**src/rtl/skew_fifo_bank.sv**
```systemverilog
// Multi-lane circular FIFO bank that feeds one edge of the systolic array.
// Lane i starts each pass with i*SKEW zero pad words to diagonalise a common read.
module skew_fifo_bank #(
  parameter int WORDLEN = 8,
  parameter int LANES = 4,
  parameter int DEPTH = 16,
  parameter int SKEW = 1,
  localparam int CW = $clog2(DEPTH + 1)
) (
  input  logic                     clk,
  input  logic                     rstn,
  input  logic                     restart,
  input  logic [LANES-1:0]         wr_en,
  input  logic [LANES*WORDLEN-1:0] din,
  input  logic                     rd_en,
  output logic [LANES*WORDLEN-1:0] dout,
  output logic [LANES-1:0]         empty,
  output logic [LANES-1:0]         full,
  output logic [LANES*CW-1:0]      count,
  output logic                     ovf_err
);

  localparam int PW = $clog2(DEPTH);

  function automatic logic [PW-1:0] nxt(input logic [PW-1:0] p);
    return (p == PW'(DEPTH - 1)) ? '0 : p + PW'(1);
  endfunction

  logic [LANES-1:0] drop;

  for (genvar i = 0; i < LANES; i++) begin : g_lane
    localparam logic [CW-1:0] PAD0 = CW'(i * SKEW);

    logic [WORDLEN-1:0] mem [DEPTH];
    logic [PW-1:0]      head;
    logic [PW-1:0]      tail;
    logic [CW-1:0]      stored;
    logic [CW-1:0]      pad_cnt;
    logic [CW-1:0]      cnt;
    logic [WORDLEN-1:0] wdata;
    logic               rd_pad;
    logic               rd_dat;
    logic               wr_ok;

    assign wdata  = din[i*WORDLEN +: WORDLEN];
    assign cnt    = pad_cnt + stored;
    assign rd_pad = rd_en && (pad_cnt != '0);
    assign rd_dat = rd_en && (pad_cnt == '0) && (stored != '0);
    // A full lane is never empty, so a same-cycle read always frees a slot
    assign wr_ok  = wr_en[i] && ((cnt != CW'(DEPTH)) || rd_en);
    assign drop[i] = wr_en[i] && !wr_ok;

    always_ff @(posedge clk or negedge rstn) begin
      if (!rstn) begin
        head    <= '0;
        tail    <= '0;
        stored  <= '0;
        pad_cnt <= PAD0;
      end else if (restart) begin
        head    <= '0;
        tail    <= '0;
        stored  <= '0;
        pad_cnt <= PAD0;
      end else begin
        if (rd_pad) pad_cnt <= pad_cnt - CW'(1);
        if (rd_dat) head <= nxt(head);
        if (wr_ok) tail <= nxt(tail);
        unique case ({wr_ok, rd_dat})
          2'b10:   stored <= stored + CW'(1);
          2'b01:   stored <= stored - CW'(1);
          default: ;
        endcase
      end
    end

    always_ff @(posedge clk) begin
      if (wr_ok && !restart) mem[tail] <= wdata;
    end

    assign dout[i*WORDLEN +: WORDLEN] =
      ((pad_cnt != '0) || (stored == '0)) ? '0 : mem[head];
    assign count[i*CW +: CW] = cnt;
    assign empty[i] = (cnt == '0);
    assign full[i]  = (cnt == CW'(DEPTH));
  end

  always_ff @(posedge clk or negedge rstn) begin
    if (!rstn) begin
      ovf_err <= 1'b0;
    end else if (restart) begin
      ovf_err <= 1'b0;
    end else if (|drop) begin
      ovf_err <= 1'b1;
    end
  end

endmodule
```
**config.mk**
```make
export PLATFORM = sky130hd
export DESIGN_NAME = skew_fifo_bank
export DESIGN_NICKNAME = d
export VERILOG_FILES = /design/src/rtl/skew_fifo_bank.sv
export SDC_FILE = /design/constraint.sdc
export NUM_CORES = 1
export LEC_CHECK = 0
export CAP_MARGIN = 5
export CORE_MARGIN = 2
export CORE_UTILIZATION = 45
export DETAILED_ROUTE_END_ITERATION = 8
export HOLD_SLACK_MARGIN = 0.02
export PLACE_DENSITY_LB_ADDON = 0.05
export SKIP_CTS_REPAIR_TIMING = 1
export SLEW_MARGIN = 40
export SYNTH_ARGS = -nofsm -noshare
export SYNTH_HDL_FRONTEND = slang
export SYNTH_SLANG_ARGS = --single-unit
```
**constraint.sdc**
```tcl
create_clock -name clk -period 4 [get_ports clk]
set_clock_uncertainty 0.2 [all_clocks]
set_input_delay 0.6 -clock clk [delete_from_list [all_inputs] [get_ports clk]]
set_output_delay 0.6 -clock clk [all_outputs]
set_load 0.005 [all_outputs]
```
## After elaboration in Yosys (flattened, before gate mapping)

Memories as Yosys holds them, arrays and structs flattened.
Index checks and enable logic that the tools add are counted.

| word-level totals | value |
|---|---|
| memories | 4 |
| logic and storage cells | 198 |
| RAM bits | 512 |
| input bits | 40 |
| bits in registers | 73 |
| output and inout port bits | 61 |

Memory list:

| memory | words | width | read ports | clocked after Yosys merged registers in | wr ports | RTL line | source |
|---|---|---|---|---|---|---|---|
| g_lane[0].mem | 16 | 8 | 1 | 0 | 1 | 34 | `logic [WORDLEN-1:0] mem [DEPTH];` |
| g_lane[1].mem | 16 | 8 | 1 | 0 | 1 | 34 |  |
| g_lane[2].mem | 16 | 8 | 1 | 0 | 1 | 34 |  |
| g_lane[3].mem | 16 | 8 | 1 | 0 | 1 | 34 |  |

| cells by class | value |
|---|---|
| reduce and logical (&&, ||, !) cells | 75 |
| add/subtract/negate cells | 24 |
| eq/ne operators | 24 |
| muxes and demuxes | 54 |

Operators by type and width:

| kind | number |
|---|---|
| 4-bit two-way mux | 24 |
| 5-bit logical NOT | 12 |
| 5-bit two-way mux | 12 |
| 5-bit case mux with 2 select lines | 4 |
| 5-bit nonzero test | 8 |
| 5-bit by 1-bit subtractor with 5-bit output (second input constant) | 8 |
| 4-bit by 1-bit adder with 4-bit output (second input constant) | 8 |
| 4-bit equality test (second input constant) | 8 |
| 8-bit two-way mux | 4 |
| 2-bit nonzero test | 13 |
| 1-bit logical AND | 24 |
| 5-bit by 1-bit adder with 5-bit output (second input constant) | 4 |
| 5-bit adder | 4 |
| 5-bit equality test (second input constant) | 4 |
| 5-bit inequality test (second input constant) | 4 |
| 3-bit nonzero test | 4 |
| 1-bit two-way mux | 10 |
| 2-bit by 1-bit equality test with 1-bit output (second input constant) | 4 |
| 2-bit equality test (second input constant) | 4 |
| 1-bit logical OR | 8 |
| 1-bit logical NOT | 5 |
| 4-bit OR reduction | 1 |

## Longest topological paths before layout

Gate-level depths: netlist (run 1).

| depth | value |
|---|---|
| depth in word-level cells | 9 |
| depth in mapped cells | 14 |
| gate-level depth less buffers | 13 |

## Worst setup path after synthesis (run 1)

Ideal clock, no wire load.

| path | value |
|---|---|
| path kind | reg-to-reg |
| start | reg g_lane[1].pad_cnt[0] |
| end | mem g_lane[1].mem[3][0] (enable) |
| required time | 3417 ps |
| path buffers | 0 |
| clock period less this slack | 3615 ps |
| data arrival time | 3031 ps |
| cell stages (with the launch flop) | 10 |
| setup time | 383 ps |
| path slack | 385 ps |
| cells stage by stage | dfstp_2 ha_1 inv_1 fa_1 xnor2_1 and4b_1 nor2_1 o31ai_2 or3b_1 nor3_1 |

| on the way | value |
|---|---|
| longest elaborated chain between the ends | 7 |

RTL lines:

| item | RTL line | source |
|---|---|---|
| start, declared | 38 | `logic [CW-1:0] pad_cnt;` |
| start signal, assigned | 65 | `if (rd_pad) pad_cnt <= pad_cnt - CW'(1);` |
| 5-bit adder | 46 | `assign cnt = pad_cnt + stored;` |
| via count[7] | 19 | `output logic [LANES*CW-1:0] count,` |
| 5-bit inequality test | 50 | `assign wr_ok = wr_en[i] && ((cnt != CW'(DEPTH)) \|\| rd_en);` |
| 1-bit logical OR | 50 |  |
| 1-bit logical AND | 50 |  |
| 1-bit logical AND | 77 | `if (wr_ok && !restart) mem[tail] <= wdata;` |
| 1-bit two-way mux | 77 |  |
| 1-bit two-way mux (not written as such) | 77 |  |
| end, declared | 34 |  |

The timed path passes the listed nets, and every way through them passes these cells.

## Final worst setup path (run 1)

| path | value |
|---|---|
| start | reg g_lane[0].stored[0] |
| end | out empty[0] |

| on the way | value |
|---|---|
| longest elaborated chain between the ends | 2 |

RTL lines:

| item | RTL line | source |
|---|---|---|
| start, declared | 37 | `logic [CW-1:0] stored;` |
| start signal, assigned | 69 | `2'b10: stored <= stored + CW'(1);` |
| start signal, assigned | 70 | `2'b01: stored <= stored - CW'(1);` |
| 5-bit adder | 46 |  |
| 5-bit logical NOT | 83 | `assign empty[i] = (cnt == '0);` |
| end, declared | 17 | `output logic [LANES-1:0] empty,` |

Every way passes these cells.

==> summary.txt, run 1 <==
Finish
  – Nets@finish: roughly 1.7k
  – Register area: between 15000 and 20000 µm²
  – Most frequent cells in the layout: edfxtp_1, mux4_2, clkdlybuf4s50_1
  – Fraction of layout cells with a size suffix above 1: 0.2307
  – Multi-input logic area: 7816 µm²
  – # diodes: 0
  – Synthesis-to-finish area growth: 17.49%
  – # fillers: roughly 4.5k
  – Final Cell Area: between 20000 and 30000 µm²
  – Fin util: 0.5315
  – Commonest non-fill, non-tap cell in the layout: edfxtp_1

Yosys
  – Ys Warns: 0
  – Mapped cell area: roughly 25000 µm²
  – Adder-Cell Fraction of Synth Area: 0.03247
  – Synth top area share: 0.6063
  – Yosys reg bits: ~590
  – Syn_nets: between 1.5k and 2k
  – Number of synthesized flops with an enable pin: between 500 and 600
  – Mux cell area share after synthesis: 0.1514
  – Synth Area in Compound Gates: 0.03395
  – Most used flip-flop cell after synthesis: edfxtp_1
  – Syn Area/Cell: approximately 18 µm²
  – Simple-gate share of the synthesized area: 0.06844
  – Synth area leaders: edfxtp_1, mux4_2, dfrtp_1
  – Cell taking the most area after synthesis: edfxtp_1
  – Main combinational cell family by area after synthesis: multiplexers
  – Post-Synth XOR/XNOR Area: 0.01520
  – Register area share after synthesis: 0.6785
  – Async SR Flop Fraction: 0.1248
  – Netlist cell types: 74
  – Synth Instances: between 1k and 1.5k

Route
  – Post-DR wirelength/cell: roughly 23 µm
  – DR vias: 13.25k
  – Final wirelength: roughly 56 mm
  – Starting DRT DRC Count: between 800 and 900
  – ANT nets after route: 0
  – DRC viols: 0
  – Vias per cell: approximately 5.5
  – Drt first pass iters: 5

Placement
  – Final Wtd Congestion: between 0.7 and 0.8
  – DP Wirelength: between 30 and 40 mm
  – Area after DPL: between 20000 and 30000 µm²
  – Worst slack at placement: slightly above 0.2 ns
  – # port buffers: 100

Global route
  – All-Layer GR Usage: 0.1970
  – Initial antenna violation count: 0
  – First-pass GRT wire length: roughly 85 mm
  – Largest net degree at the start of global routing: 39
  – Gr ovfl total: 0
  – Number of global-route vias before repair: between 10k and 15k

Critical path
  – R2r startpoint: g_lane[0].stored[0]
  – Critical path endpoint: empty[0]
  – Critical Path Start: g_lane[0].stored[0]
  – CP required: ~3.2 ns
  – R2r setup slk: roughly 0.44 ns
  – CP Launch Type: register
  – Crit end category: output pin
  – Worst setup path category: register to output pin
  – RR Endpoint: g_lane[0].mem[11][2]
  – R2R depth: 9
  – Crit-path max FO: 4
  – Worst Path Arrival: approximately 3.1 ns

Floorplan
  – FP Rows: just under 90
  – Die footprint: 58270 µm²
  – Die width: 241.4 µm
  – CORE AREA: between 50000 and 60000 µm²
  – IO Count: roughly 100
  – Initial Util: 0.4523
  – Die Y: 241.4 µm

Pwr
  – Pwr Density: 493.6 nW/µm²
  – P_int: roughly 11 mW
  – Logic gate share of total power: 0.152
  – Net switching power: between 3 and 4 mW
  – Worst vdd ir: 320.1 µV
  – Clock network power share: 0.379
  – Switching Share: 0.2417
  – Pleak: approximately 10 nW
  – Total design power: between 10 and 15 mW
  – Sequential power share: 0.469

Run status
  – Status: complete, no violations

CTS
  – Clock Latency Late Sink: 0.62 ns
  – CTS HTree Levels: 2
  – CTS tree: done
  – Sink Count: about 590
  – Worst-path clk slew: 0.06 ns
  – Clk buf depth: 3
  – Root buffer cell: clkbuf_16
  – Num CTS Buffers: around 60

STA
  – Slew Limit Fails: 0
  – Final hold slack: 0.2036 ns
  – Final WS setup: between 0.09 and 0.1 ns
  – Fmax: between 0.2 and 0.3 GHz
  – Worst slew margin: 0.4785
  – Final Hold Vio Count: 0
  – RSZ-0062 raised after global routing: true
  – Tightest Pin Transition: 0.7823 ns
  – Min Tclk post-route: between 3 and 4 ns
  – Crit share post-route: 0.9765
  – Final setup vio count: 0

Worst hold path
  – Hold Path Class: primary input to register

Job
  – Max-Cap Viols: 0
-- critical path, cell delays in order, from the launching register on --
cell             delay, ns
dfrtp_1               0.41
ha_1                  0.23
fa_1                  0.49
or3b_1                0.43
a211oi_2              0.19
o21ba_2               0.23
clkdlybuf4s50_1       0.51
-- cell families (layout without fill, tap and decap cells) --
family	count (synthesis)	count (layout)
AOI/OAI and AO/OA	125	125
buffers and inverters	127	345
and+or+nand+nor	317	317
muxes	183	183
DFF	585	585
adders and majority gates	61	61
xor gates and xnor gates	44	44
-- worst min path at each step --
stage / start / endpoint / slack, ns / cells after the start
after CTS: rstn / g_lane[2].tail[0] / -0.27 / 1
after floorplan: rstn / g_lane[0].head[0] / 0.10 / 0
after global routing: rd_en / g_lane[1].pad_cnt[4] / 0.21 / 2
final: rd_en / g_lane[1].pad_cnt[4] / 0.20 / 2
after detailed placement: ovf_err / ovf_err / 0.32 / 2
after global placement: g_lane[3].pad_cnt[4] / g_lane[3].pad_cnt[4] / 0.32 / 2
-- layer usage --
layer | routed length (µm) | up-vias | track usage
li1 | - | 6038 | -
met1 | 26200 | 6926 | 0.2848
met2 | 27150 | 222 | 0.3191
met3 | 1909 | 65 | 0.02826
met4 | 1031 | 0 | 0.04583
met5 | 0 | - | 0
-- power groups by stage --
stage	Combinational (mW)	Sequential (mW)	Clock, mW
after floorplan	1.31	6.98	0
after global placement	2.21	7.02	0
after detailed placement	2.24	7.02	0
after CTS	2.25	6.90	5.71
after global routing	2.45	6.91	5.93
final	2.24	6.90	5.57
-- flip-flops by register name, summed over array words and instances, names as in the netlist --
register	flops
g_lane.head	16
g_lane.mem	512
g_lane.tail	16
ovf_err	1
g_lane.stored	20
g_lane.pad_cnt	20
-- layout make-up --
cell class,instances,share of cell area
sequential,585,0.5777
timing repair buffer,176,0.05497
clock inverter,30,0.009365
tap,756,0.03175
multi-input combinational,730,0.2623
clock buffer,81,0.05653
inverter,58,0.007307
-- synth_stat cells (7+ instances only) --
master and count:
o21ai_1 7, fa_1 8, and4b_1 7, mux2i_1 18, clkbuf_1 40, or3_1 8
buf_1 7, nand2b_1 12, ha_1 53, a311oi_1 7, nand2_1 42, and3_1 13
edfxtp_1 512, nor3_1 16, xor2_1 17, buf_2 21, a21o_1 10, mux4_2 160
and2_1 24, o21ai_0 14, inv_1 55, xnor2_1 27, nor2b_1 26, a21oi_1 51
nor2_1 89, nor4_1 18, dfrtp_1 69, nand3_1 26
-- per-stage QoR --
stage	cells	TNS [ns]
after global routing	2416	-0.006982
after CTS	2410	-0.9982
final	2416	0
after detailed placement	2299	0
after global placement	2299	0
after floorplan	1442	0
Power figures use the tool's default switching activity.
==> inputs of run 2 (changes only) <==
--- a/config.mk
+++ b/config.mk
@@ -12,6 +12,7 @@
 export HOLD_SLACK_MARGIN = 0.02
 export PLACE_DENSITY_LB_ADDON = 0.05
 export SKIP_CTS_REPAIR_TIMING = 1
+export SKIP_LAST_GASP = 1
 export SLEW_MARGIN = 40
 export SYNTH_ARGS = -nofsm -noshare
 export SYNTH_HDL_FRONTEND = slang
==> run 2 against run 1 <==
Against the previous run: design area is essentially flat; setup slack lost 0.037 ns; fmax shrank 0.95%; combinational power is essentially flat; die area is the same; register-to-register slack is essentially flat; cell count is the same; clock-buffer cell count is the same; first-iteration DRC count shrank 1.8%; flip-flop and latch count is the same; critical path type unchanged; largest cell class unchanged; largest power group unchanged.
==> summary.txt, run 2 (same netlist as run 1, synthesis figures left out) <==
Run status
  – Status: complete, no violations

Critical path
  – Worst Path Buf+Inv: 2 (+1)
  – Crit-path cells: ha_1 > fa_1 > or3b_4 > a211oi_4 > o22ai_4 > inv_2 > clkdlybuf4s50_1
  – CP required: 3.20 ns (about the same)
  – Crit path largest cell delay: 0.52 ns (about the same)
  – CP max stage cell: fa_1
  – Crit end category: output pin
  – CP Launch Type: register
  – Worst Path Arrival: 3.14 ns (+0.03 ns)
  – Crit-path max FO: 4 (unchanged)
  – Cell family contributing the most delay on the critical path: adder cells
  – R2r startpoint: g_lane[0].stored[0]
  – Critical Path Start: g_lane[2].stored[0]
  – Worst setup path category: register to output pin

Pwr
  – Sequential power share: 0.469 (about the same)
  – P_int: 11.15 mW (about the same)
  – Logic gate share of total power: 0.153 (about the same)
  – Pwr Density: 493.5 nW/µm² (about the same)
  – Worst vdd ir: 318.5 µV (-0.50%)
  – Net switching power: 3.548 mW (-0.21%)
  – Switching Share: 0.2414 (-0.0003569)
  – Clock network power share: 0.378 (about the same)
  – Pleak: 10.12 nW (-0.17%)

Finish
  – # fillers: 4513 (+0.022%)
  – Largest Register: g_lane.mem
  – # diodes: 0 (unchanged)
  – Nets@finish: 1713 (unchanged)
  – Largest registers: g_lane.mem (512), g_lane.pad_cnt (20), g_lane.stored (20)
  – Fraction of layout cells with a size suffix above 1: 0.2295 (-0.001205)
  – Largest register FFs: 512 (unchanged)
  – Commonest non-fill, non-tap cell in the layout: edfxtp_1
  – Final cell count without fillers: 2416 (unchanged)
  – Synthesis-to-finish area growth: 17.46% (about the same)
  – Most frequent cells in the layout: edfxtp_1, mux4_2, clkdlybuf4s50_1
  – Fin util: 0.5313 (about the same)

Route
  – DR vias: 13.29k (+0.26%)
  – Drt first pass iters: 5 (unchanged)
  – ANT nets after route: 0 (unchanged)
  – DRC viols: 0 (unchanged)
  – Post-DR wirelength/cell: 23.26 µm (-0.17%)
  – Final wirelength: 56.19 mm (-0.17%)
  – Starting DRT DRC Count: 821 (-1.8%)
  – Vias per cell: 5.499 (+0.26%)

STA
  – Fin Setup TNS: 0 ns (unchanged)
  – Crit share post-route: 0.9859 (+0.009319)
  – Tightest Pin Transition: 0.7868 ns (+0.004492 ns)
  – Min Tclk post-route: 3.943 ns (+0.03728 ns)
  – Slew Limit Fails: 0 (unchanged)
  – RSZ-0062 raised after global routing: true
  – Fmax: 0.2536 GHz (-0.95%)
  – Worst slew margin: 0.4755 (-0.002995)
  – Final setup vio count: 0 (unchanged)
  – Final hold slack: 0.2092 ns (+0.005674 ns)
  – Final Hold Vio Count: 0 (unchanged)

Floorplan
  – CORE AREA: 56060 µm² (unchanged)
  – Die width: 241.4 µm (unchanged)
  – FP Rows: 87 (unchanged)
  – Initial Util: 0.4523 (unchanged)
  – IO Count: 101 (unchanged)
  – Die Y: 241.4 µm (unchanged)
  – Die footprint: 58270 µm² (unchanged)

Global route
  – Initial antenna violation count: 0 (unchanged)
  – Gr ovfl total: 0 (unchanged)
  – All-Layer GR Usage: 0.1970 (unchanged)
  – Largest net degree at the start of global routing: 39 (unchanged)
  – First-pass GRT wire length: 84.99 mm (unchanged)
  – Number of global-route vias before repair: 13.68k (unchanged)

Placement
  – Final Wtd Congestion: 0.7684 (unchanged)
  – DP Cell Count: 2299 (unchanged)
  – DP Wirelength: 36.59 mm (unchanged)
  – # port buffers: 100 (unchanged)

CTS
  – Clock Latency Late Sink: 0.62 ns (about the same)
  – CTS tree: done
  – Num CTS Buffers: 61 (unchanged)
  – Clk buf depth: 3 (unchanged)
  – Worst-path clk slew: 0.06 ns (about the same)
  – CTS HTree Levels: 2 (unchanged)
  – Root buffer cell: clkbuf_16
  – Sink Count: 585 (unchanged)

Worst hold path
  – Hold Path Class: primary input to register
  – Hold Path Origin: rd_en

Job
  – Max-Cap Viols: 0 (unchanged)
==> run 2: changes by cell type in the layout (fill, tap and decap cells not counted), sizes merged <==
cell and change:
clkdlybuf4s50 +1, dlymetal6s2s -1
==> run 2: final timing paths <==
| path | depth (start not counted) | end | slack, ns |
|---|---|---|---|
| setup / recovery | 7 | full[2] | 0.06 |
| hold / removal | 2 | g_lane[1].pad_cnt[4] | 0.21 |
| setup reg to reg | 9 | g_lane[0].mem[11][2] | 0.43 |
| hold reg to reg | 2 | ovf_err | 0.33 |
| max in group asynchronous | 3 | g_lane[1].pad_cnt[0] | 2.53 |
| min in group asynchronous | 2 | g_lane[2].tail[0] | 0.29 |
==> run 2: worst reg2reg max path, stage by stage (launching register included) <==
cell and delay [ns]:
dfrtp_1 0.41, ha_1 0.23, fa_1 0.41, xor2_1 0.25, and4b_1 0.26, o22ai_2 0.22, o21ai_2 0.09, or2_1 0.31
buf_4 0.22, nor4b_4 0.61
==> run 2: area by class of cell <==
cell class                      count  area (µm²)  share of cell area
Timing Repair Buffer              176        1635             0.05490
Tap cell                          756       945.9             0.03176
Inverter                           58       217.7            0.007309
Sequential cell                   585       17210              0.5779
Clock inverter                     30       279.0            0.009367
Clock buffer                       81        1684             0.05654
Multi-Input combinational cell    730        7811              0.2622
==> run 2: metrics by stage <==
| stage | setup slack [ns] | total power, mW | cell area, µm² |
|---|---|---|---|
| after floorplan | 0.3854 | 8.288 | 25360 |
| after global placement | 0.3492 | 9.231 | 27620 |
| after detailed placement | 0.2037 | 9.264 | 27680 |
| after CTS | -0.3031 | 14.86 | 29640 |
| after global routing | -0.08837 | 15.29 | 29790 |
| final | 0.05656 | 14.70 | 29790 |
==> run 2: power groups by stage <==
stage          Combinational [mW]  Clock, mW  Sequential [mW]
2_1_floorplan                1.31          0             6.98
4_1_cts                      2.25       5.71             6.90
5_1_grt                      2.45       5.93             6.91
3_3_place_gp                 2.21          0             7.02
6_report                     2.24       5.56             6.89
3_5_place_dp                 2.24          0             7.02
==> run 2: per-layer routing <==
| metal | global-route usage | part of all wire | vias to the layer above |
|---|---|---|---|
| met1 | 0.2848 | 0.47 | 6964 |
| met3 | 0.02826 | 0.033 | 61 |
| met2 | 0.3191 | 0.48 | 217 |
| li1 | - | - | 6043 |
| met4 | 0.04583 | 0.017 | 0 |
| met5 | 0 | 0 | - |
